### src/rtl/fetch_stall_ctrl.sv
// IF-stage sequencing for the 5-stage MIPS pipeline: PC enable/select, IF/ID freeze, ID/EX bubble, mult/div busy tracking.
// Optional FETCH_STALL_CNT_EN adds a 32-bit stall_cnt output counting stalled cycles.
module fetch_stall_ctrl #(
    parameter int unsigned MULT_LAT = 5,
    parameter int unsigned DIV_LAT  = 10,
    parameter int unsigned CNT_W    = 4
) (
    input  logic       clk,
    input  logic       reset,
    input  logic       d_br,
    input  logic       d_j,
    input  logic       d_jr,
    input  logic       d_use_rs,
    input  logic       d_use_rt,
    input  logic [4:0] d_rs,
    input  logic [4:0] d_rt,
    input  logic       d_md,
    input  logic       e_mem_rd,
    input  logic       e_reg_wr,
    input  logic [4:0] e_dst,
    input  logic       m_mem_rd,
    input  logic [4:0] m_dst,
    input  logic       e_md_start,
    input  logic       e_md_div,
    output logic       pc_en,
    output logic [1:0] pc_sel,
    output logic       ifid_en,
    output logic       idex_flush,
    output logic       md_busy
`ifdef FETCH_STALL_CNT_EN
    ,
    output logic [31:0] stall_cnt
`endif
);

    typedef enum logic {
        IDLE = 1'b0,
        BUSY = 1'b1
    } state_t;

    state_t           state_q, state_d;
    logic [CNT_W-1:0] cnt_q, cnt_d;

    logic match_e, match_m;
    logic hz_load, hz_br, hz_md, stall;

    always_ff @(posedge clk or posedge reset) begin
        if (reset) begin
            state_q <= IDLE;
            cnt_q   <= '0;
        end else begin
            state_q <= state_d;
            cnt_q   <= cnt_d;
        end
    end

    // A start while already busy is ignored: no reload, no state change.
    always_comb begin
        state_d = state_q;
        cnt_d   = cnt_q;
        unique case (state_q)
            IDLE: begin
                if (e_md_start) begin
                    state_d = BUSY;
                    cnt_d   = e_md_div ? CNT_W'(DIV_LAT) : CNT_W'(MULT_LAT);
                end
            end
            BUSY: begin
                if (cnt_q == CNT_W'(1)) begin
                    state_d = IDLE;
                    cnt_d   = '0;
                end else begin
                    cnt_d = cnt_q - CNT_W'(1);
                end
            end
            default: begin
                state_d = IDLE;
                cnt_d   = '0;
            end
        endcase
    end

    assign md_busy = (state_q == BUSY);

    // Register 0 is hard-wired zero and never creates a dependency.
    assign match_e = (e_dst != '0) &&
                     ((d_use_rs && (d_rs == e_dst)) || (d_use_rt && (d_rt == e_dst)));
    assign match_m = (m_dst != '0) &&
                     ((d_use_rs && (d_rs == m_dst)) || (d_use_rt && (d_rt == m_dst)));

    assign hz_load = e_mem_rd && match_e;
    assign hz_br   = (d_br || d_jr) && ((e_reg_wr && match_e) || (m_mem_rd && match_m));
    assign hz_md   = d_md && (e_md_start || md_busy);
    assign stall   = hz_load || hz_br || hz_md;

    always_comb begin
        pc_en      = 1'b1;
        ifid_en    = 1'b1;
        idex_flush = 1'b0;
        pc_sel     = 2'b00;
        if (reset || stall) begin
            pc_en      = 1'b0;
            ifid_en    = 1'b0;
            idex_flush = 1'b1;
        end else if (d_jr) begin
            pc_sel = 2'b11;
        end else if (d_j) begin
            pc_sel = 2'b10;
        end else if (d_br) begin
            pc_sel = 2'b01;
        end
    end

`ifdef FETCH_STALL_CNT_EN
    logic [31:0] stall_cnt_q;

    always_ff @(posedge clk or posedge reset) begin
        if (reset) begin
            stall_cnt_q <= '0;
        end else if (stall) begin
            stall_cnt_q <= stall_cnt_q + 32'd1;
        end
    end

    assign stall_cnt = stall_cnt_q;
`endif

endmodule

### config.mk
export PLATFORM = sky130hd
export DESIGN_NAME = fetch_stall_ctrl
export DESIGN_NICKNAME = d
export VERILOG_FILES = /design/src/rtl/fetch_stall_ctrl.sv
export SDC_FILE = /design/constraint.sdc
export NUM_CORES = 1
export LEC_CHECK = 0
export BUFFER_PORTS_ARGS = -buffer_cell sky130_fd_sc_hd__buf_2
export CAP_MARGIN = 20
export CELL_PAD_IN_SITES_DETAIL_PLACEMENT = 1
export CELL_PAD_IN_SITES_GLOBAL_PLACEMENT = 2
export CORE_MARGIN = 2
export CORE_UTILIZATION = 19
export DETAILED_ROUTE_END_ITERATION = 12
export PLACE_DENSITY_LB_ADDON = 0.1
export SYNTH_ARGS = -nofsm -noshare
export SYNTH_HDL_FRONTEND = slang
export SYNTH_SLANG_ARGS = --single-unit
export TNS_END_PERCENT = 50
### constraint.sdc
create_clock -name clk -period 1.2 [get_ports clk]
set_input_delay 0.12 -clock clk [delete_from_list [all_inputs] [get_ports clk]]
set_output_delay 0.12 -clock clk [all_outputs]
set_load 0.01 [all_outputs]
# After elaboration in Yosys (flattened, before gate mapping)
# Cells that the tools add are included.
[word_totals] inputBits=33 output_inout_bits=6 word_cells=44 register_bits=5
[op_classes] bitwise_logic=1 n_addsub=1 reduce_logical=21 mux=13 n_eq_ne=6
[op_table] operator="equality test 5 bit" n=4
[op_table] operator="two-way mux 4 bit" n=3
[op_table] operator="logical AND 1 bit" n=11
[op_table] operator="nonzero test 5 bit" n=2
[op_table] operator="logical OR 1 bit" n=8
[op_table] operator="one-hot mux 4 bit (2 select lines)" n=1
[op_table] operator="two-way mux 2 bit" n=3
[op_table] operator="two-way mux 1 bit" n=5
[op_table] operator="equality test 4 x 1 -> 1 bit, second input constant" n=1
[op_table] operator="subtractor 4 x 1 -> 4 bit, second input constant" n=1
[op_table] operator="!= test 2 bit, second input constant" n=1
[op_table] operator="one-hot mux 1 bit (2 select lines)" n=1
[op_table] operator="inverter 1 bit" n=1

# Depth between registers and ports, before layout
[depth] word_depth=11 ltp_mapped=6 mapped_depth_nobuf=5

# Least setup slack after synthesis
# Ideal clock, no wire load.
[synth_timing] path_type="register -> output" from="register state_q (netlist: md_busy)" to="output pc_en" t_arrival_ns=1.295 path_buffers=1 t_required_ns=1.080 slack_ns=-0.215 stages_incl_launch_ff=6 cell_sequence="dfrtp_1 nor2_1 inv_1 a21oi_1 and3_1 buf_4"
[synth_between] elab_chain_len=5
[synth_rtl] item="start, declared" line_no="41" text="state_t state_q, state_d;"
[synth_rtl] item="start signal, assigned" line_no="52" text="state_q <= state_d;"
[synth_rtl] item="logical OR 1 bit" line_no="93" text="assign hz_md = d_md && (e_md_start || md_busy);"
[synth_rtl] item="logical AND 1 bit" line_no="93"
[synth_rtl] item="logical OR 1 bit" line_no="94" text="assign stall = hz_load || hz_br || hz_md;"
[synth_rtl] item="logical OR 1 bit" line_no="101" text="if (reset || stall) begin"
[synth_rtl] item="two-way mux 1 bit"
[synth_rtl] item="end, declared" line_no="25" text="output logic pc_en,"
# No other way between the ends.

# Worst setup path after layout
[layout_timing] from="input e_dst[4]" to="output pc_sel[0]"
[layout_between] elab_chain_len=11 word_cells_on_any_way=15 cone_classes="eq/ne: 2; mux: 1; reduce/logical: 12"
[layout_rtl] item="start, declared" line_no="20" text="input logic [4:0] e_dst,"
[layout_rtl] item="equality test 5 bit" line_no="87" text="((d_use_rs && (d_rs == e_dst)) || (d_use_rt && (d_rt == e_dst)));"
[layout_rtl] item="logical AND 1 bit" line_no="87"
[layout_rtl] item="logical OR 1 bit" line_no="87"
[layout_rtl] item="logical AND 1 bit *" line_no="86" text="assign match_e = (e_dst != '0) &&"
[layout_rtl] item="logical AND 1 bit" line_no="92" text="assign hz_br = (d_br || d_jr) && ((e_reg_wr && match_e) || (m_mem_rd && match_m));"
[layout_rtl] item="logical OR 1 bit" line_no="92"
[layout_rtl] item="logical AND 1 bit" line_no="92"
[layout_rtl] item="logical OR 1 bit * (2 in series)" line_no="94"
[layout_rtl] item="logical OR 1 bit *" line_no="101"
[layout_rtl] item="two-way mux 2 bit *" line_no="101"
[layout_rtl] item="end, declared" line_no="26" text="output logic [1:0] pc_sel,"
# Mark *: on every way between the ends. The rest lies on a longest branch, timed or not.

==> reports/results.tsv <==
metric	value	unit
postSynthCellCount	78	
dp_hpwl	1.82	mm
finClkSkew	0.00836	ns
start_util	20.1	%
io_buffers	38	
hold_path_startpoint	e_md_div	
cts.sinks	5	
maxCapViolCount	0	
worstMarginPinSlew	0.236	ns
r2r-start	md_busy	
worstSetupPathType	in2out	
holdPathStages	3	
synth_top_cell_area_share	28.5	%
cts_tree	built	
r2r_cells	5	
routabilityCongestion	0.792	
die-area	0.00370	mm²
wl_per_cell	12.6	µm
crit_fanout	4	
wl	2.14	mm
grt.total_usage	12.5	%
syn_nets	113	
clk_pin_slew_worst_paths	0.05	ns
fmax	691	MHz
ys_warn_count	0	
diodes	0	
synth.largest_area_cell	xnor2_1	
netlist_area	614	µm²
crit_path_end_kind	output pin	
required	1.08	ns
grt_max_degree	8	
relSlewSlack	84.3	%
final_cells	170	
die_x	60.9	µm
dp_cells	164	
setup_viol	5	
violations	negative setup slack	
cts_root_buffer	clkbuf_4	
holdPathEnd	cnt_q[3]	
max-clock-path-buffers	2	
antenna_found_initial	0	
drc_errors	0	
clock_latency	0.25	ns
drt_iter0_drc	13	
fin_tns_setup	-1.11	ns
wl_met3	114	µm
leakagePower	0.000432	µW
yosysSeqAreaShare	20.4	%
core_region_area	0.00305	mm²
ant_nets	0	
layout_common_cells	34 x buf_2, 20 x xnor2_1, 7 x nand2_1, 6 x nor2_1, 6 x buf_4	
wl_met2	1.05	mm
wl_met1	971	µm
r2r-end	cnt_q[3]	
worstPathArrival	1.33	ns
htree_levels	1	
slew_viol_final	0	
area_growth	67.0	%
r2r_setup_slack	0.13	ns
top_layer	met3	
hold_viol	0	
post-route-period-util	121	%
hp-class	in2reg	
die_height	60.9	µm
fillerInstances	389	
placed_area	913	µm²
yosysUniqueCellTypes	26	
synthTopCellsByArea	xnor2_1 29%, dfrtp_1 20%, nand2_1 4.3%	
dr.pass1.iters	3	
ios	39	
viasPerCell	4.38	
fin_nets	162	
period_needed	1.45	ns
routed-via-count	745	
layout_commonest_cell	buf_2	
finalInstanceArea	0.00103	mm²
vdd.ir_drop.worst	0.789	mV
syn_avg_cell_area	7.88	µm²
rows	20	
overflow	0	
grt_pass1_vias	775	
multi_input_area	520	µm²
cts_made_buffers	3	
grt_pass1_wl	3.51	mm
startpoint_type	input pin	
drive_above_1_share	49.2	%
outcome	finished, violations left	
worst_slack	-0.248	ns
regArea	128	µm²
synth-seq-cells	5	
p_per_area	1230	mW/mm²
rsz0062_at_grt	yes	
==> critical path: stages <==
cell and delay (ns):
buf_8 0.10, or4_4 0.54, o221ai_4 0.22, and4_1 0.21, buf_2 0.13
==> report_power, final <==
group | internal (µW) | leakage (µW) | switching [µW]
Sequential | 263 | 0.0000565 | 82.1
Clock | 126 | 0.0000150 | 75.4
Combinational | 358 | 0.000361 | 355
Total | 747 | 0.000432 | 513
==> synthesized netlist by cell type <==
| cell type | n |
|---|---|
| ha_1 | 2 |
| dfrtp_1 | 5 |
| nand2b_1 | 1 |
| inv_1 | 6 |
| o22ai_1 | 2 |
| buf_4 | 1 |
| nand4_1 | 4 |
| o2111ai_1 | 1 |
| a21oi_1 | 4 |
| a31o_2 | 1 |
| nor2_1 | 7 |
| o221ai_2 | 1 |
| o2111a_1 | 1 |
| or4_4 | 1 |
| a21o_1 | 1 |
| xnor2_1 | 20 |
| nand2_1 | 7 |
| and4_1 | 1 |
| nand3_1 | 2 |
| nor2b_1 | 1 |
| and3_1 | 1 |
| o221ai_1 | 1 |
| nor3_1 | 2 |
| o211ai_1 | 1 |
| o21ai_0 | 3 |
| o21a_1 | 1 |
==> registers in the layout, indices dropped and copies added, names as in the netlist <==
signal / flops
cnt_q: 4
md_busy: 1
==> metal layers <==
metal	vias up	global-route usage (%)
met1	354	16.2
met4	0	1.86
met3	0	3.20
li1	370	-
met2	21	21.5
met5	-	0
==> per-stage QoR <==
stage	power (µW)	setup slack, ns	hold slack (ns)	util (%)
floorplan	732	-0.106	-0.102	-
global placement	968	-0.307	0.0536	29.9
detailed placement	982	-0.324	0.0565	29.9
CTS	1210	-0.280	0.222	32.3
global route	1390	-0.306	0.257	33.6
finish	1260	-0.248	0.228	33.6
==> logic make-up after synthesis <==
| family | after synthesis | synth area share [%] |
|---|---|---|
| compound gates | 17 | 20.0 |
| xor+xnor | 20 | 28.5 |
| fa+ha+maj | 2 | 4.07 |
| buf+inv | 7 | 4.89 |
| flops | 5 | 20.4 |
| simple gates | 27 | 22.2 |
==> what timing repair did <==
item / 4_1_cts / 5_1_grt
setup endpoints to repair: 5 / 7
endpoints found under the hold margin: 5 / 0
pin swaps: 6 / 5
gates resized for setup: 7 / 13
hold buffers: 1 / 0
cloned: 0 / 0
setup buffers: 1 / 0
==> layout make-up <==
cell class / instances / share of cell area, %
multi-input combinational: 66 / 50.7
timing repair buffer: 45 / 26.7
sequential: 5 / 12.4
tap: 44 / 5.37
clock buffer: 4 / 2.56
inverter: 6 / 2.20
==> worst max-delay path by stage <==
| stage | startpoint | to | slack, ns | cells past startpoint |
|---|---|---|---|---|
| 3_3_place_gp | m_dst[0] | pc_sel[0] | -0.31 | 7 |
| 2_1_floorplan | e_dst[1] | pc_en | -0.11 | 4 |
| 5_1_grt | md_busy | pc_sel[0] | -0.31 | 5 |
| 6_report | e_dst[4] | pc_sel[0] | -0.25 | 5 |
| 3_5_place_dp | d_rs[0] | pc_sel[0] | -0.32 | 7 |
| 4_1_cts | e_dst[4] | pc_sel[0] | -0.28 | 5 |
No activity file was read; power rests on OpenSTA's default activity.
